--- src/rtl/reg_file_sb_if.sv ---
// Register-file bus bundle: read ports, write port, issue/scoreboard strobe, clear control, monitor tap.
// Carries no state; the master drives requests and the slave returns read data, busy flags and status.
interface reg_file_sb_if #(
   parameter int ADDRESS_WIDTH = 5,
   parameter int DATA_WIDTH    = 32,
   parameter int NUM_RD        = 2
);
   logic [NUM_RD*ADDRESS_WIDTH-1:0] rd_addr;
   logic [NUM_RD*DATA_WIDTH-1:0]    rd_data;
   logic [NUM_RD-1:0]               rd_busy;
   logic                            we;
   logic [ADDRESS_WIDTH-1:0]        wa;
   logic [DATA_WIDTH-1:0]           wd;
   logic                            iss_valid;
   logic [ADDRESS_WIDTH-1:0]        iss_addr;
   logic                            clr_req;
   logic                            clr_busy;
   logic [DATA_WIDTH-1:0]           mon_data;

   modport master (
      output rd_addr, we, wa, wd, iss_valid, iss_addr, clr_req,
      input  rd_data, rd_busy, clr_busy, mon_data
   );

   modport slave (
      input  rd_addr, we, wa, wd, iss_valid, iss_addr, clr_req,
      output rd_data, rd_busy, clr_busy, mon_data
   );
endinterface

--- src/rtl/reg_file_sb.sv ---
// Register file with per-register busy scoreboard, write-through read bypass and sequential clear.
// Reads are combinational, writes land on the next edge; nothing stalls, but writes/issues are dropped while clr_busy.
module reg_file_sb #(
   parameter int ADDRESS_WIDTH = 5,
   parameter int DATA_WIDTH    = 32,
   parameter int NUM_RD        = 2,
   parameter int MON_REG       = 10
) (
   input  logic         clk,
   input  logic         rst_n,
   reg_file_sb_if.slave bus
);
   localparam int NREG = 2**ADDRESS_WIDTH;
   localparam logic [ADDRESS_WIDTH-1:0] LAST_IDX = ADDRESS_WIDTH'(NREG - 1);
   localparam logic [ADDRESS_WIDTH-1:0] MON_IDX  = ADDRESS_WIDTH'(MON_REG);
   localparam logic [ADDRESS_WIDTH-1:0] FIRST_IDX = ADDRESS_WIDTH'(1);

   typedef enum logic {IDLE, CLEAR} state_t;

   state_t                   state;
   logic [ADDRESS_WIDTH-1:0] clr_ptr;
   logic                     clr_busy_q;
   logic [DATA_WIDTH-1:0]    regs [NREG];
   logic [NREG-1:0]          busy;
   logic [DATA_WIDTH-1:0]    mon_q;
   logic [DATA_WIDTH-1:0]    mon_next;
   logic [NUM_RD*DATA_WIDTH-1:0] rd_data_c;
   logic [NUM_RD-1:0]        rd_busy_c;
   logic                     wr_acc;
   logic                     iss_acc;

   // Register 0 is hard-wired: address 0 never writes, never issues.
   assign wr_acc  = bus.we && (bus.wa != '0) && !clr_busy_q;
   assign iss_acc = bus.iss_valid && (bus.iss_addr != '0) && !clr_busy_q;

   always_ff @(posedge clk or negedge rst_n) begin
      if (!rst_n) begin
         state      <= IDLE;
         clr_ptr    <= FIRST_IDX;
         clr_busy_q <= 1'b0;
      end else begin
         case (state)
            IDLE: begin
               if (bus.clr_req) begin
                  state      <= CLEAR;
                  clr_ptr    <= FIRST_IDX;
                  clr_busy_q <= 1'b1;
               end
            end
            CLEAR: begin
               if (clr_ptr == LAST_IDX) begin
                  state      <= IDLE;
                  clr_ptr    <= FIRST_IDX;
                  clr_busy_q <= 1'b0;
               end else begin
                  clr_ptr <= clr_ptr + FIRST_IDX;
               end
            end
            default: begin
               state      <= IDLE;
               clr_ptr    <= FIRST_IDX;
               clr_busy_q <= 1'b0;
            end
         endcase
      end
   end

   always_ff @(posedge clk or negedge rst_n) begin
      if (!rst_n) begin
         for (int i = 0; i < NREG; i++) regs[i] <= '0;
      end else begin
         for (int i = 0; i < NREG; i++) begin
            if (clr_busy_q && (clr_ptr == ADDRESS_WIDTH'(i)))
               regs[i] <= '0;
            else if (wr_acc && (bus.wa == ADDRESS_WIDTH'(i)))
               regs[i] <= bus.wd;
         end
      end
   end

   // Issue is applied after the write clear so a same-cycle write+issue leaves the bit set.
   always_ff @(posedge clk or negedge rst_n) begin
      if (!rst_n) begin
         busy <= '0;
      end else begin
         for (int i = 0; i < NREG; i++) begin
            if (clr_busy_q && (clr_ptr == ADDRESS_WIDTH'(i)))
               busy[i] <= 1'b0;
            else if (iss_acc && (bus.iss_addr == ADDRESS_WIDTH'(i)))
               busy[i] <= 1'b1;
            else if (wr_acc && (bus.wa == ADDRESS_WIDTH'(i)))
               busy[i] <= 1'b0;
         end
      end
   end

   always_comb begin
      logic [ADDRESS_WIDTH-1:0] ra;
      ra        = '0;
      rd_data_c = '0;
      rd_busy_c = '0;
      for (int k = 0; k < NUM_RD; k++) begin
         ra = bus.rd_addr[k*ADDRESS_WIDTH +: ADDRESS_WIDTH];
         if (ra == '0) begin
            rd_data_c[k*DATA_WIDTH +: DATA_WIDTH] = '0;
            rd_busy_c[k] = 1'b0;
         end else if (wr_acc && (bus.wa == ra)) begin
            rd_data_c[k*DATA_WIDTH +: DATA_WIDTH] = bus.wd;
            rd_busy_c[k] = 1'b0;
         end else begin
            rd_data_c[k*DATA_WIDTH +: DATA_WIDTH] = regs[ra];
            rd_busy_c[k] = busy[ra];
         end
      end
   end

   always_comb begin
      mon_next = regs[MON_IDX];
      if (wr_acc && (bus.wa == MON_IDX)) mon_next = bus.wd;
   end

   always_ff @(posedge clk or negedge rst_n) begin
      if (!rst_n) mon_q <= '0;
      else        mon_q <= mon_next;
   end

   assign bus.rd_data  = rd_data_c;
   assign bus.rd_busy  = rd_busy_c;
   assign bus.clr_busy = clr_busy_q;
   assign bus.mon_data = mon_q;
endmodule

--- src/flat_wrapper.sv ---
// flat-port wrapper written by rule: the top's interface ports become plain ports
module reg_file_sb_flat 
#(
   parameter int ADDRESS_WIDTH = 5,
   parameter int DATA_WIDTH    = 32,
   parameter int NUM_RD        = 2,
   parameter int MON_REG       = 10
)
  (clk, rst_n, bus_rd_addr, bus_we, bus_wa, bus_wd, bus_iss_valid, bus_iss_addr, bus_clr_req, bus_rd_data, bus_rd_busy, bus_clr_busy, bus_mon_data);
  reg_file_sb_if #(.ADDRESS_WIDTH(ADDRESS_WIDTH), .DATA_WIDTH(DATA_WIDTH), .NUM_RD(NUM_RD)) bus_i ();
  input  logic clk;
  input  logic rst_n;
  input wire logic [$bits(bus_i.rd_addr)-1:0] bus_rd_addr;
  input wire logic [$bits(bus_i.we)-1:0] bus_we;
  input wire logic [$bits(bus_i.wa)-1:0] bus_wa;
  input wire logic [$bits(bus_i.wd)-1:0] bus_wd;
  input wire logic [$bits(bus_i.iss_valid)-1:0] bus_iss_valid;
  input wire logic [$bits(bus_i.iss_addr)-1:0] bus_iss_addr;
  input wire logic [$bits(bus_i.clr_req)-1:0] bus_clr_req;
  output wire logic [$bits(bus_i.rd_data)-1:0] bus_rd_data;
  output wire logic [$bits(bus_i.rd_busy)-1:0] bus_rd_busy;
  output wire logic [$bits(bus_i.clr_busy)-1:0] bus_clr_busy;
  output wire logic [$bits(bus_i.mon_data)-1:0] bus_mon_data;
  assign bus_i.rd_addr = bus_rd_addr;
  assign bus_i.we = bus_we;
  assign bus_i.wa = bus_wa;
  assign bus_i.wd = bus_wd;
  assign bus_i.iss_valid = bus_iss_valid;
  assign bus_i.iss_addr = bus_iss_addr;
  assign bus_i.clr_req = bus_clr_req;
  assign bus_rd_data = bus_i.rd_data;
  assign bus_rd_busy = bus_i.rd_busy;
  assign bus_clr_busy = bus_i.clr_busy;
  assign bus_mon_data = bus_i.mon_data;
  reg_file_sb #(.ADDRESS_WIDTH(ADDRESS_WIDTH), .DATA_WIDTH(DATA_WIDTH), .NUM_RD(NUM_RD), .MON_REG(MON_REG)) u_core (.clk(clk), .rst_n(rst_n), .bus(bus_i));
endmodule
--- config.mk ---
export PLATFORM = sky130hd
export DESIGN_NAME = reg_file_sb_flat
export DESIGN_NICKNAME = d
export VERILOG_FILES = /design/src/rtl/reg_file_sb_if.sv /design/src/rtl/reg_file_sb.sv /design/src/flat_wrapper.sv
export SDC_FILE = /design/constraint.sdc
export NUM_CORES = 2
export LEC_CHECK = 0
export ABC_CLOCK_PERIOD_IN_PS = 2600
export BUFFER_PORTS_ARGS = -buffer_cell sky130_fd_sc_hd__buf_4
export CORE_MARGIN = 4
export CORE_UTILIZATION = 50
export CTS_BUF_LIST = sky130_fd_sc_hd__clkbuf_4
export CTS_CLUSTER_SIZE = 16
export DETAILED_ROUTE_END_ITERATION = 6
export PLACE_DENSITY = 0.65
export REMOVE_ABC_BUFFERS = 1
export SYNTH_ARGS = -nofsm -noshare
export SYNTH_HDL_FRONTEND = slang
export SYNTH_SLANG_ARGS = --single-unit
--- constraint.sdc ---
create_clock -name clk -period 2.6 [get_ports clk]
set_clock_uncertainty 0.05 [all_clocks]
set_input_delay 0.26 -clock clk [delete_from_list [all_inputs] [get_ports clk]]
set_output_delay 0.26 -clock clk [all_outputs]
set_load 0.05 [all_outputs]
# Yosys cells after proc, flatten, opt, wreduce, memory -nomap -nowiden
# Cells that the tools add are included.
[op_classes] add_sub_neg=1 n_lt_le_gt_ge=4 eq_ne=97 muxes=187 n_bitwise=3 n_reduce_logical=174
[ops] operator="two-way mux 32 bit" count=72
[ops] operator="binary-select mux 32 bit (select 5 bit)" count=2
[ops] operator="== test 5 bit (second input constant)" count=48
[ops] operator="== test 5 x 4 -> 1 bit (second input constant)" count=24
[ops] operator="two-way mux 1 bit" count=106
[ops] operator="logical AND 1 bit" count=102
[ops] operator="nonzero test 3 bit" count=32
[ops] operator="nonzero test 2 bit" count=31
[ops] operator="== test 5 x 3 -> 1 bit (second input constant)" count=12
[ops] operator="== test 5 x 2 -> 1 bit (second input constant)" count=6
[ops] operator="zero test 5 bit" count=5
[ops] operator="== test 5 x 1 -> 1 bit (second input constant)" count=3
[ops] operator=">= comparator 6 bit (second input constant)" count=2
[ops] operator="< comparator 5 x 6 -> 1 bit (second input constant)" count=2
[ops] operator="inverter 5 -> 6 bit" count=2
[ops] operator="binary-select mux 1 bit (select 5 bit)" count=2
[ops] operator="== test 5 bit" count=2
[ops] operator="two-way mux 5 bit" count=2
[ops] operator="one-hot mux 5 bit (2 select lines)" count=1
[ops] operator="nonzero test 5 bit" count=2
[ops] operator="adder 5 x 1 -> 5 bit (second input constant)" count=1
[ops] operator="inequality test 2 bit (second input constant)" count=2
[ops] operator="one-hot mux 1 bit (2 select lines)" count=2
[ops] operator="AND reduction 2 bit" count=1
[ops] operator="other kinds (2)" count=2
[totals] register_bits=1095 input_bits=57 out_inout_bits=99 wordCells=534

# Logic depth before layout (Yosys ltp)
[logic_depth] ltp_word=7 mapped_depth=10 depth_no_buf=7

# Least setup slack after synthesis
# Ideal clock, no wire load.
[synth_timing] kind="input to output" start="in bus_wa[0]" end="out bus_rd_busy[1]" t_arrival_ns=3.167 required_ns=2.290 setup_slack_ns=-0.877 cell_stages=8 n_path_buf=4 cell_sequence="clkbuf_1 > or2_1 > buf_2 > o41a_1 > nand4_1 > buf_4 > buf_2 > nor4b_1"
[synth_between] elab_chain_len=6 elab_cells_between_ends=7 cone_classes="eq/ne: 1; mux: 2; reduce/logical: 4"
[synth_lines] item="start: declaration" line_no="flat_wrapper.sv:15" rtl="input wire logic [$bits(bus_i.wa)-1:0] bus_wa;"
[synth_lines] item="nonzero test 5 bit" line_no="reg_file_sb.sv:33" rtl="assign wr_acc = bus.we && (bus.wa != '0) && !clr_busy_q;"
[synth_lines] item="logical AND 1 bit (2 in series)" line_no="reg_file_sb.sv:33"
[synth_lines] item="logical AND 1 bit *" line_no="reg_file_sb.sv:107" rtl="end else if (wr_acc && (bus.wa == ra)) begin"
[synth_lines] item="two-way mux 1 bit *" line_no="reg_file_sb.sv:107"
[synth_lines] item="two-way mux 1 bit *" line_no="reg_file_sb.sv:104" rtl="if (ra == '0) begin"
[synth_lines] item="end: declaration" line_no="flat_wrapper.sv:21" rtl="output wire logic [$bits(bus_i.rd_busy)-1:0] bus_rd_busy;"
# Every way passes the cells marked *; elsewhere a longest branch is shown, timed or not.

# Worst setup path in the final report
[layout_timing] start="reg u_core.clr_busy_q (netlist: u_core.bus.clr_busy)" end="out bus_rd_data[54]"
[layout_between] elab_chain_len=5
[layout_lines] item="start: declaration" line_no="reg_file_sb.sv:22" rtl="logic clr_busy_q;"
[layout_lines] item="start signal: assignment" line_no="reg_file_sb.sv:40" rtl="clr_busy_q <= 1'b0;"
[layout_lines] item="start signal: assignment" line_no="reg_file_sb.sv:47" rtl="clr_busy_q <= 1'b1;"
[layout_lines] item="start signal: assignment" line_no="reg_file_sb.sv:54" rtl="clr_busy_q <= 1'b0;"
[layout_lines] item="zero test 1 bit" line_no="reg_file_sb.sv:33"
[layout_lines] item="logical AND 1 bit" line_no="reg_file_sb.sv:33"
[layout_lines] item="logical AND 1 bit" line_no="reg_file_sb.sv:107"
[layout_lines] item="two-way mux 32 bit" line_no="reg_file_sb.sv:107"
[layout_lines] item="two-way mux 32 bit" line_no="reg_file_sb.sv:104"
[layout_lines] item="end: declaration" line_no="flat_wrapper.sv:20" rtl="output wire logic [$bits(bus_i.rd_data)-1:0] bus_rd_data;"
# Every way passes these cells.

==> impl_metrics.json <==
{
  "clock_latency_ns": 1.20,
  "cap_violations": 0,
  "numPortBuffers": 155,
  "rsz0062_at_grt": "true",
  "ir_worst_vdd_v": 0.000515,
  "min_path_cells": 6,
  "vias": 50151,
  "syn_area_per_cell_um2": 12.5,
  "worst_slack_ns": -0.932,
  "end_kind": "output port",
  "synthCells": 4597,
  "fin_crit_ns": 3.53,
  "cp_top_family": "buffers and inverters",
  "core-area_um2": 115000,
  "ys.flop_type": "dfrtp_1",
  "path_class": "reg -> out",
  "drive_above_1_share_pct": 36.2,
  "startpoint_type": "flip-flop",
  "dp_hpwl_um": 140000,
  "fin_tns_setup_ns": -52.82,
  "synth_area_leaders": "dfrtp_1 47%, mux4_2 16%, a22o_1 13%, clkbuf_1 2.7%, mux2_2 2.6%",
  "ff2ff_setup_slack_ns": 0.03,
  "finalCritPeriodShare_pct": 136,
  "finalNetCount": 5151,
  "route.detailed.drc": 1,
  "leakage_nw": 32.2,
  "cp_num_buf_inv": 3,
  "cts.sink_count": 1095,
  "antenna_found_initial": 13,
  "synth-async-reset-ratio_pct": 100,
  "cts_tree": "built",
  "violations": "design-rule violations, negative setup slack",
  "r2r_cells": 7,
  "viasPerCell": 7.36,
  "max_freq_ghz": 0.283,
  "grt_pass1_wl_um": 343000,
  "slew_viol_final": 0,
  "hold_slack_ns": 0.00669,
  "die_area_um2": 121000,
  "die_h_um": 348,
  "arrival_ns": 3.22,
  "yosys_register_bits": 1095,
  "ys_seq_area_share_pct": 47.5,
  "yosys.area.top_type": "dfrtp_1",
  "grt_max_degree": 104,
  "drt-total-wl_um": 241000,
  "area_delta_synth_final_pct": 22.4,
  "grt_pass1_vias": 49914,
  "synth_edf_count": 0,
  "gp_congestion": 0.915,
  "wire_per_inst_um": 35.3,
  "finalSetupViolCount": 66,
  "clock_path_buffers": 4,
  "rows": 124,
  "clk_pin_slew_ns": 0.05,
  "crit_chain": "nor2b_1 > o41a_1 > nand4_1 > clkbuf_16 > buf_12 > o311a_4 > nor3_4 > buf_6",
  "drt-pass1-iter-count": 7,
  "hold_class": "in -> reg",
  "synth.distinct_cells": 66,
  "cp.required_ns": 2.29,
  "drt_iter0_markers": 7096,
  "cts_made_buffers": 311,
  "grtUsageTotal_pct": 38.7,
  "status": "complete, but fails checks",
  "cp_num_cells": 8,
  "pwr_density_cell_nw_per_um2": 781,
  "cts-htree-levels": 5,
  "final-hold-violation-count": 0,
  "max_stage_delay_ns": 0.40,
  "p_total_w": 0.0551,
  "max_slew_margin_pct": 17.3,
  "ant_nets": 0,
  "crit_slowest_cell": "dfrtp_1",
  "dieWidth_um": 348,
  "cts-root-buf": "clkbuf_4",
  "worst_slew_pin_slew_ns": 1.24,
  "yosysWarnings": 0,
  "synth_top_area_share_pct": 47.5,
  "path_max_fanout": 8,
  "grt_overflow": 0,
  "start_util_pct": 50.4,
  "syn_area_um2": 57700,
  "num_io_pins": 156,
  "pre_cts_ws_ns": -0.460
}
==> worst paths after layout <==
path / start / endpoint
hold / removal: bus_iss_valid / u_core.busy[8]$_DFFE_PN0P_
hold reg to reg: u_core.regs[999]$_DFFE_PN0P_ / u_core.regs[999]$_DFFE_PN0P_
max in group asynchronous: rst_n / u_core.regs[92]$_DFFE_PN0P_
min in group asynchronous: rst_n / u_core.regs[318]$_DFFE_PN0P_
setup reg to reg: u_core.clr_ptr[0]$_DFFE_PN1P_ / u_core.regs[39]$_DFFE_PN0P_
setup / recovery: u_core.bus.clr_busy$_DFFE_PN0P_ / bus_rd_data[54]
==> layer usage <==
metal	share of wire, %	global-route usage, %	vias to the layer above	routed length [µm]
met4	6.9	22.8	12	16600
met2	43	56.0	4439	104000
met1	36	50.5	25504	85600
met3	14	13.8	1083	34600
met5	0.060	0	-	144
li1	-	-	19113	-
==> area by class of cell <==
type / count / area (µm²)
Multi-Input combinational cell: 2904 / 29100
Sequential cell: 1095 / 27400
Clock buffer: 438 / 3290
Antenna cell: 16 / 40.0
Timing Repair Buffer: 764 / 8430
Fill cell: 8857 / 43900
Tap cell: 1512 / 1890
Inverter: 12 / 45.0
Clock inverter: 76 / 459
==> synthesized netlist by cell type, types with 32 or more instances <==
master	count
mux2i_1	131
buf_4	36
buf_6	34
mux4_2	400
nor2_1	176
o21ai_0	141
a22oi_1	33
o221ai_1	33
a22o_1	840
clkbuf_1	420
and2_1	34
dfrtp_1	1094
a21oi_1	61
o22ai_1	159
o311ai_0	32
or4_1	61
nand2_1	351
mux2_2	132
buf_2	81
==> registers in the layout, indices dropped and copies added (netlist names) <==
signal	count
u_core.state	1
u_core.regs	1024
u_core.clr_ptr	5
u_core.bus.clr_busy	1
u_core.bus.mon_data	32
u_core.busy	32
==> through the flow <==
stage	cells	utilization (%)	cell area, µm²
2_1_floorplan	4011	-	54900
3_3_place_gp	6083	55.3	63400
3_5_place_dp	6083	55.3	63400
4_1_cts	6769	60.9	69700
5_1_grt	6807	61.7	70600
6_report	6817	61.7	70600
==> placed cells by master (no fill, tap or decap), types with 13 or more instances in the layout <==
| cell type | Yosys | final |
|---|---|---|
| o22ai_2 | 0 | 26 |
| buf_4 | 36 | 392 |
| clkbuf_4 | 0 | 438 |
| o311ai_1 | 0 | 17 |
| mux4_2 | 400 | 400 |
| o21ai_0 | 141 | 141 |
| o221ai_1 | 33 | 33 |
| o311a_4 | 0 | 23 |
| a22o_1 | 840 | 840 |
| a21boi_1 | 15 | 15 |
| clkinv_1 | 0 | 51 |
| o211ai_1 | 31 | 31 |
| nand2b_1 | 19 | 15 |
| mux2i_1 | 131 | 129 |
| mux2_2 | 132 | 132 |
| diode_2 | 0 | 16 |
| a22oi_1 | 33 | 33 |
| a21oi_4 | 0 | 20 |
| nor2_1 | 176 | 133 |
| mux2_4 | 29 | 29 |
| nor2_4 | 0 | 29 |
| buf_6 | 34 | 79 |
| clkinv_2 | 0 | 13 |
| a21oi_1 | 61 | 41 |
| o22ai_1 | 159 | 130 |
| o211a_1 | 31 | 29 |
| a21boi_0 | 18 | 18 |
| buf_12 | 3 | 140 |
| and2_1 | 34 | 34 |
| dfrtp_1 | 1094 | 1094 |
| nand2_1 | 351 | 344 |
| nor3_4 | 1 | 33 |
| or4_4 | 0 | 56 |
| dlygate4sd3_1 | 0 | 129 |
| nor2_2 | 0 | 14 |
==> cells by family (layout without fill, tap and decap cells) <==
| family | Yosys count | count (layout) | synth area share (%) |
|---|---|---|---|
| AND/OR/NAND/NOR | 748 | 748 | 6.20 |
| other | 0 | 16 | 0 |
| multiplexers | 696 | 696 | 21.3 |
| flip-flops | 1095 | 1095 | 47.5 |
| XOR/XNOR | 10 | 10 | 0.152 |
| adder cells (fa/ha/maj) | 6 | 6 | 0.130 |
| buffers and inverters | 598 | 1290 | 4.87 |
| AO/OA/AOI/OAI | 1444 | 1444 | 19.9 |
==> power breakdown <==
part           leakage (nW)  total, W  switching (W)  internal [W]
Combinational          15.0    0.0159        0.00844       0.00742
Sequential             15.0    0.0232        0.00281        0.0204
Clock                  2.26    0.0160        0.00774       0.00831
==> worst register-to-register path: cells and delay by family (launching register included) <==
| family | cells | cell delay [ns] |
|---|---|---|
| buffers and inverters | 2 | 0.42 |
| AND/OR/NAND/NOR | 2 | 0.21 |
| flip-flops | 1 | 0.58 |
| AO/OA/AOI/OAI | 2 | 1.06 |
| adder cells (fa/ha/maj) | 1 | 0.19 |
==> timing repair <==
| item | CTS | global route |
|---|---|---|
| pin swaps | 115 | 83 |
| setup endpoints to repair | 66 | 74 |
| resized for setup | 201 | 114 |
| hold endpoints to repair | 2157 | 0 |
| hold buffers | 131 | 0 |
| gates cloned | 5 | 5 |
| buffers inserted | 36 | 32 |
Power figures use the tool's default switching activity.
